--- src/rtl/fetch_if.sv ---
// Fetch-stage bus bundle: instruction-memory read port plus the decoder handshake
// and the branch/halt controls that steer fetch.
interface fetch_if;
    logic        imem_req;
    logic [15:0] imem_addr;
    logic        imem_gnt;
    logic        imem_rvalid;
    logic [31:0] imem_rdata;
    logic        instr_valid;
    logic [31:0] instr;
    logic [15:0] instr_pc;
    logic        instr_ready;
    logic        redirect;
    logic [15:0] redirect_pc;
    logic        halt;

    modport master (
        output imem_req, imem_addr, instr_valid, instr, instr_pc,
        input  imem_gnt, imem_rvalid, imem_rdata, instr_ready, redirect, redirect_pc, halt
    );

    modport slave (
        input  imem_req, imem_addr, instr_valid, instr, instr_pc,
        output imem_gnt, imem_rvalid, imem_rdata, instr_ready, redirect, redirect_pc, halt
    );
endinterface

--- src/rtl/fetch_unit.sv ---
// Instruction fetch stage: one outstanding imem read, a small instruction FIFO
// toward the decoder, and redirect handling that flushes buffered and in-flight words.
module fetch_unit #(
    parameter logic [15:0] RESET_PC   = 16'h0000,
    parameter int unsigned FIFO_DEPTH = 2,
    parameter logic [15:0] PC_STEP    = 16'h0001
) (
    input  logic    clk,
    input  logic    rst,
    fetch_if.master bus
);
    localparam int unsigned PTR_W = $clog2(FIFO_DEPTH);
    localparam int unsigned CNT_W = $clog2(FIFO_DEPTH + 1);
    localparam logic [CNT_W-1:0] DEPTH_C = CNT_W'(FIFO_DEPTH);

    typedef enum logic [1:0] {
        IDLE = 2'd0,
        REQ  = 2'd1,
        WAIT = 2'd2,
        DROP = 2'd3
    } state_e;

    state_e state_q, state_d;

    logic [15:0]      pc_q, pc_d;
    logic [15:0]      req_pc_q, req_pc_d;
    logic [47:0]      fifo_q [FIFO_DEPTH];
    logic [PTR_W-1:0] rd_ptr_q, rd_ptr_d;
    logic [PTR_W-1:0] wr_ptr_q, wr_ptr_d;
    logic [CNT_W-1:0] count_q, count_d;

    logic             req_q, req_d;
    logic [15:0]      addr_q, addr_d;
    logic             valid_q, valid_d;
    logic [31:0]      instr_q, instr_d;
    logic [15:0]      ipc_q, ipc_d;

    logic             gnt_s;
    logic             push_s;
    logic             pop_s;
    logic [CNT_W-1:0] count_after_s;
    logic             can_issue_s;
    logic             can_reissue_s;
    logic [47:0]      head_s;

    // A redirect in the same cycle cancels both the push and the pop.
    assign gnt_s         = (state_q == REQ) && bus.imem_gnt;
    assign push_s        = (state_q == WAIT) && bus.imem_rvalid && !bus.redirect;
    assign pop_s         = valid_q && bus.instr_ready && !bus.redirect;
    assign count_after_s = count_q + CNT_W'(1) - CNT_W'(pop_s);
    assign can_issue_s   = !bus.halt && !bus.redirect && (count_q < DEPTH_C);
    assign can_reissue_s = !bus.halt && !bus.redirect && (count_after_s < DEPTH_C);

    // FSM state register.
    always_ff @(posedge clk or posedge rst) begin
        if (rst) begin
            state_q <= IDLE;
        end else begin
            state_q <= state_d;
        end
    end

    // FSM next-state logic; a redirect that coincides with rvalid leaves nothing in flight.
    always_comb begin
        state_d = state_q;
        case (state_q)
            IDLE: begin
                if (can_issue_s) state_d = REQ;
                else             state_d = IDLE;
            end
            REQ: begin
                if (bus.redirect)      state_d = bus.imem_gnt ? DROP : IDLE;
                else if (bus.imem_gnt) state_d = WAIT;
                else                   state_d = REQ;
            end
            WAIT: begin
                if (bus.imem_rvalid)   state_d = can_reissue_s ? REQ : IDLE;
                else if (bus.redirect) state_d = DROP;
                else                   state_d = WAIT;
            end
            DROP: begin
                if (bus.imem_rvalid) state_d = IDLE;
                else                 state_d = DROP;
            end
            default: state_d = IDLE;
        endcase
    end

    // PC and FIFO bookkeeping.
    always_comb begin
        pc_d     = pc_q;
        req_pc_d = req_pc_q;
        rd_ptr_d = rd_ptr_q;
        wr_ptr_d = wr_ptr_q;
        count_d  = count_q;
        if (bus.redirect) begin
            pc_d     = bus.redirect_pc;
            rd_ptr_d = '0;
            wr_ptr_d = '0;
            count_d  = '0;
        end else begin
            if (gnt_s) begin
                pc_d     = pc_q + PC_STEP;
                req_pc_d = pc_q;
            end else begin
                pc_d     = pc_q;
            end
            rd_ptr_d = rd_ptr_q + PTR_W'(pop_s);
            wr_ptr_d = wr_ptr_q + PTR_W'(push_s);
            count_d  = count_q + CNT_W'(push_s) - CNT_W'(pop_s);
        end
    end

    // FSM outputs and decoder-facing head, computed one cycle ahead so they leave on flops.
    always_comb begin
        req_d  = (state_d == REQ);
        addr_d = pc_d;
        if (push_s && (rd_ptr_d == wr_ptr_q)) begin
            head_s = {req_pc_q, bus.imem_rdata};
        end else begin
            head_s = fifo_q[rd_ptr_d];
        end
        valid_d = (count_d != '0);
        if (valid_d) begin
            instr_d = head_s[31:0];
            ipc_d   = head_s[47:32];
        end else begin
            instr_d = instr_q;
            ipc_d   = ipc_q;
        end
    end

    // Datapath and output registers.
    always_ff @(posedge clk or posedge rst) begin
        if (rst) begin
            pc_q     <= RESET_PC;
            req_pc_q <= RESET_PC;
            rd_ptr_q <= '0;
            wr_ptr_q <= '0;
            count_q  <= '0;
            for (int i = 0; i < int'(FIFO_DEPTH); i++) begin
                fifo_q[i] <= 48'h0;
            end
            req_q    <= 1'b0;
            addr_q   <= RESET_PC;
            valid_q  <= 1'b0;
            instr_q  <= 32'h0;
            ipc_q    <= 16'h0;
        end else begin
            pc_q     <= pc_d;
            req_pc_q <= req_pc_d;
            rd_ptr_q <= rd_ptr_d;
            wr_ptr_q <= wr_ptr_d;
            count_q  <= count_d;
            if (push_s) begin
                fifo_q[wr_ptr_q] <= {req_pc_q, bus.imem_rdata};
            end
            req_q    <= req_d;
            addr_q   <= addr_d;
            valid_q  <= valid_d;
            instr_q  <= instr_d;
            ipc_q    <= ipc_d;
        end
    end

    assign bus.imem_req    = req_q;
    assign bus.imem_addr   = addr_q;
    assign bus.instr_valid = valid_q;
    assign bus.instr       = instr_q;
    assign bus.instr_pc    = ipc_q;
endmodule
--- src/flat_wrapper.sv ---
// flat-port wrapper written by rule: the top's interface ports become plain ports
module fetch_unit_flat 
#(
    parameter logic [15:0] RESET_PC   = 16'h0000,
    parameter int unsigned FIFO_DEPTH = 2,
    parameter logic [15:0] PC_STEP    = 16'h0001
)
  (clk, rst, bus_imem_req, bus_imem_addr, bus_instr_valid, bus_instr, bus_instr_pc, bus_imem_gnt, bus_imem_rvalid, bus_imem_rdata, bus_instr_ready, bus_redirect, bus_redirect_pc, bus_halt);
  fetch_if bus_i ();
  input  logic clk;
  input  logic rst;
  output wire logic [$bits(bus_i.imem_req)-1:0] bus_imem_req;
  output wire logic [$bits(bus_i.imem_addr)-1:0] bus_imem_addr;
  output wire logic [$bits(bus_i.instr_valid)-1:0] bus_instr_valid;
  output wire logic [$bits(bus_i.instr)-1:0] bus_instr;
  output wire logic [$bits(bus_i.instr_pc)-1:0] bus_instr_pc;
  input wire logic [$bits(bus_i.imem_gnt)-1:0] bus_imem_gnt;
  input wire logic [$bits(bus_i.imem_rvalid)-1:0] bus_imem_rvalid;
  input wire logic [$bits(bus_i.imem_rdata)-1:0] bus_imem_rdata;
  input wire logic [$bits(bus_i.instr_ready)-1:0] bus_instr_ready;
  input wire logic [$bits(bus_i.redirect)-1:0] bus_redirect;
  input wire logic [$bits(bus_i.redirect_pc)-1:0] bus_redirect_pc;
  input wire logic [$bits(bus_i.halt)-1:0] bus_halt;
  assign bus_imem_req = bus_i.imem_req;
  assign bus_imem_addr = bus_i.imem_addr;
  assign bus_instr_valid = bus_i.instr_valid;
  assign bus_instr = bus_i.instr;
  assign bus_instr_pc = bus_i.instr_pc;
  assign bus_i.imem_gnt = bus_imem_gnt;
  assign bus_i.imem_rvalid = bus_imem_rvalid;
  assign bus_i.imem_rdata = bus_imem_rdata;
  assign bus_i.instr_ready = bus_instr_ready;
  assign bus_i.redirect = bus_redirect;
  assign bus_i.redirect_pc = bus_redirect_pc;
  assign bus_i.halt = bus_halt;
  fetch_unit #(.RESET_PC(RESET_PC), .FIFO_DEPTH(FIFO_DEPTH), .PC_STEP(PC_STEP)) u_core (.clk(clk), .rst(rst), .bus(bus_i));
endmodule
--- config.mk ---
export PLATFORM = sky130hd
export DESIGN_NAME = fetch_unit_flat
export DESIGN_NICKNAME = d
export VERILOG_FILES = /design/src/rtl/fetch_if.sv /design/src/rtl/fetch_unit.sv /design/src/flat_wrapper.sv
export SDC_FILE = /design/constraint.sdc
export NUM_CORES = 1
export LEC_CHECK = 0
export ABC_CLOCK_PERIOD_IN_PS = 7400
export CAP_MARGIN = 20
export CORE_MARGIN = 5
export CORE_UTILIZATION = 45
export CTS_CLUSTER_DIAMETER = 60
export CTS_CLUSTER_SIZE = 25
export DETAILED_ROUTE_END_ITERATION = 8
export PLACE_DENSITY = 0.68
export SLEW_MARGIN = 20
export SYNTH_ARGS = -nofsm -noshare
export SYNTH_HDL_FRONTEND = slang
export SYNTH_SLANG_ARGS = --single-unit
--- constraint.sdc ---
create_clock -name clk -period 7.4 [get_ports clk]
set_input_delay 0.74 -clock clk [delete_from_list [all_inputs] [get_ports clk]]
set_output_delay 0.74 -clock clk [all_outputs]
set_load 0.01 [all_outputs]
# Word-level counts from Yosys, hierarchy flattened
# Cells that the tools add are included.
# W data, S select, Z words.
dict set report totals {
  in_bits 55
  ff_bits 184
  elab_cells 69
  out_inout_bits 66
}
dict set report op_classes {
  mux 21
  eq_ne 5
  n_addsub 7
  reduce_logical 16
  n_lt_le_gt_ge 5
  bitwise_logic 3
}
# op n
set ops {}
lappend ops {{$mux W48} 5}
lappend ops {{$bwmux W96} 1}
lappend ops {{$demux W48 S1} 1}
lappend ops {{$mux W16} 2}
lappend ops {{$add A16 B1 Y16 const B} 1}
lappend ops {{$mux W2} 6}
lappend ops {{$logic_and A1 B1 Y1} 10}
lappend ops {{$pmux W2 S4} 1}
lappend ops {{$mux W1} 5}
lappend ops {{$eq A2 B1 Y1 const B} 2}
lappend ops {{$eq A2 B2 Y1 const B} 2}
lappend ops {{$ge A2 B2 Y1 const B} 2}
lappend ops {{$lt A2 B2 Y1 const B} 2}
lappend ops {{$not A1 Y2} 2}
lappend ops {{$reduce_bool A2 Y1} 2}
lappend ops {{$sub A2 B1 Y2} 2}
lappend ops {{$add A1 B1 Y1} 2}
lappend ops {{$add A2 B1 Y2} 1}
lappend ops {{$add A2 B1 Y2 const B} 1}
lappend ops {{$logic_not A1 Y1} 2}
lappend ops {{$logic_not A2 Y1} 1}
lappend ops {{$lt A2 B1 Y1 const B} 1}
lappend ops {{$reduce_and A2 Y1} 1}
lappend ops {{$eq A1 B1 Y1} 1}
lappend ops {{$not A1 Y1} 1}

# Longest topological paths before layout
# Gate-level depths: netlist of run 1.
dict set report logic_depth {
  depth_word 9
  depth_mapped 14
  ltp_nobuf 10
}

# Worst setup path before layout of run 1
# No wires, ideal clock.
dict set report synth_timing {
  path_kind {input to register}
  start {in bus_redirect}
  end {reg u_core.instr_q[8], in the netlist u_core.bus.instr[8]}
  arrival_ps 3016
  n_path_buf 5
  setup_slack_ps 4292
  setup_ps 92
  path_stages 14
  t_required_ps 7308
  path_cell_list {buf_2 > buf_1 > clkbuf_1 > nand2b_1 > inv_1 > ha_1 > inv_1 > ha_1 > xor3_1 > o21bai_2 > buf_4 > buf_2 > nand2_1 > o31ai_2}
}
dict set report synth_between {
  elab_chain_cells 9
  elab_cells_between_ends 16
  classes_between {3 x add/sub; 1 x eq/ne; 6 x mux; 1 x bitwise; 5 x reduce/logical}
}
# element line_no
set synth_lines {}
lappend synth_lines {{start: declaration} flat_wrapper.sv:21} ;# input wire logic [$bits(bus_i.redirect)-1:0] bus_redirect;
lappend synth_lines {{branches (longest 9 deep; another with $add A2 B1 Y2)} n/a}
lappend synth_lines {{end signal: assignment} fetch_unit.sv:161} ;# instr_q <= instr_d;
lappend synth_lines {{end: declaration} fetch_unit.sv:35} ;# logic [31:0] instr_q, instr_d;
# Several ways; the timed one is not identified. The select of a mux whose other input is x is not followed.
# A chain may end at the register's enable or synchronous reset.

# Final worst setup path of run 1
dict set report layout_timing {
  start {in bus_imem_rvalid}
  end {reg u_core.fifo_q[80] (netlist bit)}
}
dict set report layout_between {
  elab_chain_cells 2
}
# element line_no
set layout_lines {}
lappend layout_lines {{start: declaration} flat_wrapper.sv:18} ;# input wire logic [$bits(bus_i.imem_rvalid)-1:0] bus_imem_rvalid;
lappend layout_lines {{$logic_and A1 B1 Y1 (2 in series)} fetch_unit.sv:48} ;# assign push_s = (state_q == WAIT) && bus.imem_rvalid && !bus.redirect;
lappend layout_lines {{end signal: indexed assignment} fetch_unit.sv:156} ;# fifo_q[wr_ptr_q] <= {req_pc_q, bus.imem_rdata};
lappend layout_lines {{end: declaration} fetch_unit.sv:27} ;# logic [47:0] fifo_q [FIFO_DEPTH];
# Every way passes these cells.

==> run metrics, run 1 <==
slew at the pin closest to its max-slew limit=between 1 and 1.5 ns; met1 demand-to-capacity share in global routing=0.2663; worst reg2reg path startpoint=u_core.state_q[0]; total count of hold-check failures in the final report=0; number of design rule violations left after detail routing=0; most common cell in the netlist=sky130_fd_sc_hd__dfrtp_1; fraction of met2 tracks used by global routing=0.3028; proportion of synthesized flip-flops having asynchronous set or reset=1.000; area of the die=approximately 23000 um2; final worst path period share=0.5126; vias per cell=around 5.5; fraction of layout cells with a size suffix above 1=0.1641; number of antenna violations at the first check in global routing=0; pin count of the biggest net entering global routing=slightly above 100; CP max-delay cell=sky130_fd_sc_hd__ha_2; largest stage delay on the critical path=roughly 0.75 ns; post-DP HPWL=12450 um; top fanout value on the critical path=50; library cell with the largest summed area after synthesis=sky130_fd_sc_hd__dfrtp_1; most used standard cells in the synthesized netlist=184 x sky130_fd_sc_hd__dfrtp_1, 114 x sky130_fd_sc_hd__nand2_1, 63 x sky130_fd_sc_hd__o21ai_0, 57 x sky130_fd_sc_hd__inv_1, 55 x sky130_fd_sc_hd__mux2_2; standby leakage power=~0.0046 uW; die boundary height=between 150 and 200 um; Worst VDD drop=~250 uV; CTS tree=built; worst setup path category=input port to register; sink count of the clock tree=between 150 and 200; Worst setup SP type=input port; RSZ-0062 raised after global routing=false; layer with the highest usage after global routing=met2; leading post-synthesis cells by cell area=sky130_fd_sc_hd__dfrtp_1 52%, sky130_fd_sc_hd__mux2_2 7.0%, sky130_fd_sc_hd__nand2_1 4.8%; area fraction of the dominant cell type after synthesis=0.5174; data required time at the worst endpoint=7.71 ns; data arrival time at the worst-slack endpoint=roughly 4.1 ns; most prevalent standard cell on the critical path=sky130_fd_sc_hd__buf_4; area growth from synthesis to layout=21.83%; clock network latency to the later pin of the worst-skew pair=roughly 0.43 ns; Post-synth EDFFs=0; Relative slew margins=0.2754; number of DRC violations after detailed-routing iteration 0=about 400; Highest Clock Rate=around 0.26 GHz; synthesized instance count=828; number of nets at the end of the flow=around 960; sequential cell area fraction in the yosys report=0.5174; global routing usage summed across all routing layers=0.1939; Setup Total Neg Slack=0 ns; CORE AREA=between 15000 and 20000 um2; met3 usage in global routing=0.04545; count of inserted antenna diode cells=0; antenna viol nets, final=0; number of global-route vias before repair=between 6000 and 7000; root buffer cell=sky130_fd_sc_hd__clkbuf_16; Filler Cell Count=between 1500 and 2000; clock buffer depth=2; count of distinct cell types in the synthesized netlist=51; Final Cell Area=roughly 11000 um2; global placer's final weighted congestion=0.8072; effective utilization at floorplan=0.4573; total power per unit cell area=366.0 nW/um2; cell chain of the critical path=clkdlybuf4s50_1 > nand3_2 > buf_4 > inv_2 > buf_4 > ha_2 > buf_4 > mux2_2; run status=complete, no violations; Syn Area/Cell=~11 um2; wire length of the first global-routing pass=about 35000 um; Wirelength per Cell=roughly 18 um; number of top-level pins=about 120; worst setup path startpoint=bus_imem_rvalid; total grt overflow=0; number of setup violations in the final report=0; placement row count=51; total of buffers placed on input and output ports=120; number of H-tree levels=4; number of buffers inserted for hold repair after clock tree synthesis=0; syn_nets=slightly below 900; number of cells upsized or downsized after cts=0; netlist area before placement=between 8000 and 9000 um2; final critical path time including I/O delays and setup=~3.8 ns; clock tree skew after final layout=about 0.012 ns; startpoint of the lowest-slack hold path=u_core.bus.instr_pc[1]; ys flop type=sky130_fd_sc_hd__dfrtp_1; Via Count=6529; worst min path class=register to register; number of optimization iterations in the first detailed-route pass=5; YS warnings=0; Die Width=between 150 and 200 um; clock-pin transition on the worst setup and hold timing paths=0.07 ns; Cell Area, Placed=between 10000 and 15000 um2; total CTS buffers=17; post-CTS setup-driven buffer insertion count=0; Final Max Tran Viols=0; post-synthesis sequential element count=~180; Max-Cap Viols=0; capturing element type of the critical path=register; final wirelength=between 20000 and 25000 um
-- critical path, delay by kind of cell --
family                   cells  cell delay, ns
adder cells (fa/ha/maj)      1            0.75
buffers and inverters        5            2.10
AND/OR/NAND/NOR              1            0.09
multiplexers                 1            0.39
-- report_power, final --
group          leakage, uW  switching (uW)  internal (uW)
Clock             0.000330             388            665
Sequential         0.00215             242           1390
Combinational      0.00208             611            676
-- area by class of cell --
type	instances	area, um2	share of cell area
sequential	184	4604	0.4246
multi-input combinational	512	3732	0.3442
timing repair buffer	129	1270	0.1171
clock buffer	18	429.2	0.03958
tap	265	331.6	0.03058
clock inverter	13	250.2	0.02308
inverter	58	225.2	0.02077
-- cells in the final DEF, fill, tap and decap left out, types with 3 or more instances in the layout --
| cell type | synthesis | routed |
|---|---|---|
| sky130_fd_sc_hd__nor4_1 | 4 | 4 |
| sky130_fd_sc_hd__nand2b_1 | 3 | 3 |
| sky130_fd_sc_hd__o21ai_0 | 63 | 63 |
| sky130_fd_sc_hd__dfrtp_1 | 184 | 184 |
| sky130_fd_sc_hd__clkdlybuf4s50_1 | 0 | 119 |
| sky130_fd_sc_hd__o31ai_2 | 9 | 9 |
| sky130_fd_sc_hd__bufinv_16 | 0 | 7 |
| sky130_fd_sc_hd__nand2_1 | 114 | 114 |
| sky130_fd_sc_hd__a221oi_2 | 20 | 20 |
| sky130_fd_sc_hd__xor2_1 | 6 | 6 |
| sky130_fd_sc_hd__nor3_1 | 51 | 51 |
| sky130_fd_sc_hd__mux2_4 | 10 | 10 |
| sky130_fd_sc_hd__mux2_2 | 55 | 55 |
| sky130_fd_sc_hd__nand3_1 | 8 | 7 |
| sky130_fd_sc_hd__ha_1 | 6 | 4 |
| sky130_fd_sc_hd__nand4_1 | 4 | 4 |
| sky130_fd_sc_hd__inv_1 | 57 | 56 |
| sky130_fd_sc_hd__nor2b_1 | 6 | 5 |
| sky130_fd_sc_hd__clkbuf_16 | 0 | 17 |
| sky130_fd_sc_hd__buf_4 | 6 | 9 |
| sky130_fd_sc_hd__nor2_1 | 6 | 6 |
| sky130_fd_sc_hd__a221oi_1 | 28 | 28 |
| sky130_fd_sc_hd__xnor2_1 | 4 | 4 |
| sky130_fd_sc_hd__a211oi_1 | 47 | 47 |
| sky130_fd_sc_hd__clkinv_2 | 0 | 3 |
| sky130_fd_sc_hd__o31ai_1 | 39 | 39 |
-- cells by family (layout without fill, tap and decap cells) --
| group | Yosys count | after routing | share of synthesized area |
|---|---|---|---|
| AO/OA/AOI/OAI | 218 | 218 | 0.1933 |
| AND/OR/NAND/NOR | 208 | 208 | 0.1076 |
| flip-flops | 184 | 184 | 0.5174 |
| buffers and inverters | 132 | 218 | 0.06706 |
| multiplexers | 67 | 67 | 0.08871 |
| XOR/XNOR | 13 | 13 | 0.01757 |
| adder cells (fa/ha/maj) | 6 | 6 | 0.008435 |
-- final timing paths --
| check | endpoint | slack [ns] | depth (start not counted) |
|---|---|---|---|
| max in group asynchronous | u_core.count_q[1] | 5.40 | 3 |
| worst max-delay path | u_core.fifo_q[80] | 3.61 | 8 |
| min in group asynchronous | u_core.bus.instr[15] | 0.81 | 2 |
| worst min register to register | u_core.bus.instr_pc[1] | 0.48 | 2 |
| worst max register to register | u_core.fifo_q[80] | 3.92 | 8 |
| worst min-delay path | u_core.bus.instr_pc[1] | 0.48 | 2 |
-- through the flow --
stage / std cells / setup slack (ns) / hold WS, ns / total power [uW] / util
CTS: 1179 / 3.612 / 0.4841 / 4000 / 0.5569
floorplan: 828 / 1.660 / 0.4807 / 2465 / -
global route: 1179 / 3.466 / 0.5059 / 4206 / 0.5571
finish: 1179 / 3.607 / 0.4802 / 3969 / 0.5571
global placement: 1148 / 3.227 / 0.4601 / 2902 / 0.5220
detailed placement: 1148 / 3.155 / 0.4694 / 2943 / 0.5220
-- routing by layer --
layer | vias up | routed length (um)
li1 | 3137 | -
met1 | 3220 | 9785
met2 | 147 | 9860
met3 | 25 | 1076
met4 | 0 | 403
met5 | - | 0
-- flip-flops by register name, indices dropped and copies added, names as in the netlist --
register                cells
u_core.bus.instr_valid      1
u_core.req_pc_q            16
u_core.bus.imem_req         1
u_core.pc_q                16
u_core.fifo_q              96
u_core.rd_ptr_q             1
u_core.state_q              2
u_core.count_q              2
u_core.bus.instr           32
u_core.wr_ptr_q             1
u_core.bus.instr_pc        16
(Power assumes the default switching activity.)
==> run 2: changes to the inputs <==
Settings changed: ABC_CLOCK_PERIOD_IN_PS 7400 to 3500.
Clock period 7.4 ns to 3.5 ns, I/O delays scaled along.
==> run metrics, run 2 (synthesized netlist as in run 1, its figures left out) <==
net switching component of the power=2669 uW (+120%); Worst VDD drop=388.2 uV (+58%); total count of hold-check failures in the final report=0 (unchanged); worst min path class=input port to async pin; wire length of the first global-routing pass=36190 um (+3.9%); standby leakage power=0.004560 uW (about the same); top fanout value on the critical path=62 (+24%); fraction of layout cells with a size suffix above 1=0.1751 (+0.01102); family with the most delay on the worst path=buffers and inverters; number of cells upsized or downsized after cts=0 (unchanged); CTS tree=built; total CTS buffers=17 (unchanged); Wirelength per Cell=18.12 um (+1.1%); clock buffer depth=2 (unchanged); number of H-tree levels=4 (unchanged); final critical path time including I/O delays and setup=approximately 2.6 ns; total of buffers placed on input and output ports=120 (unchanged); antenna viol nets, final=0 (unchanged); vias per cell=5.659 (+2.2%); number of optimization iterations in the first detailed-route pass=6 (+1); clock tree skew after final layout=0.005767 ns (-0.006044 ns); Final Max Tran Viols=0 (unchanged); final wirelength=21570 um (+2.1%); pin count of the biggest net entering global routing=97 (-5.8%); r2r setup slk=0.94 ns (-2.98 ns); Internal Pwr Total=5402 uW (+98%); worst setup path category=register to register; placed cells=1158 (+0.87%); filler-free cell count of the finished design=1190 (+0.93%); data required time at the worst endpoint=3.79 ns (-3.92 ns); number of nets at the end of the flow=973 (+1.0%); clock network fraction of design power=0.228 (-0.037); final worst path period share=0.7309; sink count of the clock tree=184 (unchanged); Worst setup SP type=register; run status=complete, no violations; placement row count=51 (unchanged); worst reg2reg path startpoint=u_core.bus.instr_valid; area of the die=22690 um2 (unchanged); Relative slew margins=0.3692 (+0.09388); capturing element type of the critical path=register; post-DP HPWL=13260 um (+6.5%); total power per unit cell area=743.2 nW/um2 (+100%); Die Width=150.6 um (unchanged); number of buffers inserted for hold repair after clock tree synthesis=0 (unchanged); Highest Clock Rate=0.3909 GHz; post-CTS setup-driven buffer insertion count=0 (unchanged); number of top-level pins=121 (unchanged); cell chain of the critical path=and2_2 > nand2b_1 > inv_1 > ha_1 > inv_1 > ha_1 > xor3_1 > o21bai_4 > buf_4 > o31ai_1; commonest cells after routing, fill and taps aside=184 x sky130_fd_sc_hd__dfrtp_1, 119 x sky130_fd_sc_hd__clkdlybuf4s50_1, 114 x sky130_fd_sc_hd__nand2_1; CP max-delay cell=sky130_fd_sc_hd__buf_4; worst setup path startpoint=u_core.bus.instr_valid; number of design rule violations left after detail routing=0 (unchanged); number of DRC violations after detailed-routing iteration 0=560 (+37%); effective utilization at floorplan=0.4573 (unchanged); number of antenna violations at the first check in global routing=0 (unchanged); clock network latency to the later pin of the worst-skew pair=0.43 ns (about the same); total grt overflow=0 (unchanged); area occupied by multi-input gates=3732 um2 (unchanged); count of inserted antenna diode cells=0 (unchanged); slew at the pin closest to its max-slew limit=0.9461 ns (-0.1408 ns); global routing usage summed across all routing layers=0.2008 (+0.006827); area growth from synthesis to layout=22.03%; Setup Total Neg Slack=0 ns (unchanged); max reg flops=96 (unchanged); root buffer cell=sky130_fd_sc_hd__clkbuf_16; RSZ-0062 raised after global routing=false; Seq. cell area=4604 um2 (unchanged); leading cell type in the layout, fill and taps excluded=sky130_fd_sc_hd__dfrtp_1; Gate power share=0.345 (+0.021); clock-pin transition on the worst setup and hold timing paths=0.07 ns (about the same); data arrival time at the worst-slack endpoint=2.84 ns (-1.27 ns); number of setup violations in the final report=0 (unchanged); Core Util, Final=0.5580 (+0.0009000); Via Count=6734 (+3.1%); power share of the sequential group=0.427 (+0.017); fraction of power spent switching nets=0.3307 (+0.01792); Max-Cap Viols=0 (unchanged); number of global-route vias before repair=6789 (+3.3%); die boundary height=150.6 um (unchanged); CORE AREA=19460 um2 (unchanged); largest stage delay on the critical path=0.52 ns (-0.23 ns); global placer's final weighted congestion=0.7909 (-2.0%); CP bufs+invs=3 (-2); register with the highest flop count=u_core.fifo_q; Filler Cell Count=1714 (+3.9%)
==> run 2: changes by cell type in the layout (fill, tap and decap cells not counted) <==
cell / previous run / this run
sky130_fd_sc_hd__clkinv_4: 1 / 5
sky130_fd_sc_hd__inv_8: 1 / 0
sky130_fd_sc_hd__buf_4: 9 / 15
sky130_fd_sc_hd__clkinvlp_4: 1 / 5
sky130_fd_sc_hd__clkbuf_8: 0 / 1
sky130_fd_sc_hd__buf_6: 1 / 0
sky130_fd_sc_hd__bufinv_16: 7 / 1
sky130_fd_sc_hd__clkbuf_1: 1 / 0
sky130_fd_sc_hd__buf_12: 0 / 5
==> run 2: final timing paths <==
kind                                           to  cells after the start
max in group asynchronous        u_core.fifo_q[0]                      3
hold reg to reg              u_core.bus.instr[25]                      2
setup reg to reg           u_core.bus.instr_pc[4]                     10
min in group clk                  u_core.wr_ptr_q                      2
setup / recovery           u_core.bus.instr_pc[4]                     10
hold / removal               u_core.bus.instr[21]                      2
==> run 2: layer usage <==
metal / global-route usage / vias to the layer above / wire length (um)
li1: - / 3161 / -
met1: 0.2809 / 3329 / 9798
met2: 0.3113 / 213 / 10030
met3: 0.04275 / 31 / 1290
met4: 0.06981 / 0 / 444
met5: 0 / - / 0
==> run 2: power by group through the flow <==
stage                     clock, uW  combinational, uW  sequential (uW)
after global routing           1970               3070             3550
after detailed placement          0               2810             3480
after CTS                      1880               2820             3440
after global placement            0               2750             3460
after floorplan                   0               1760             3450
final                          1840               2790             3440
==> run 2: final cells by class <==
cell class              count  share of cell area
clock buffers              18             0.04044
clock inverters            14             0.01175
inverters                  58             0.02039
multi-input cells         512              0.3437
flip-flops and latches    184              0.4240
well taps                 265             0.03053
repair buffers            139              0.1293
==> run 2: stage by stage <==
step	worst slack, ns	instance area [um2]	hold slack (ns)	power, uW
after floorplan	0.7817	8904	0.4668	5211
after global routing	0.7493	10860	0.2772	8585
after global placement	0.6293	10290	0.4605	6207
after detailed placement	0.5551	10290	0.4676	6286
after CTS	0.9156	10860	0.2502	8138
final	0.9420	10860	0.2561	8071
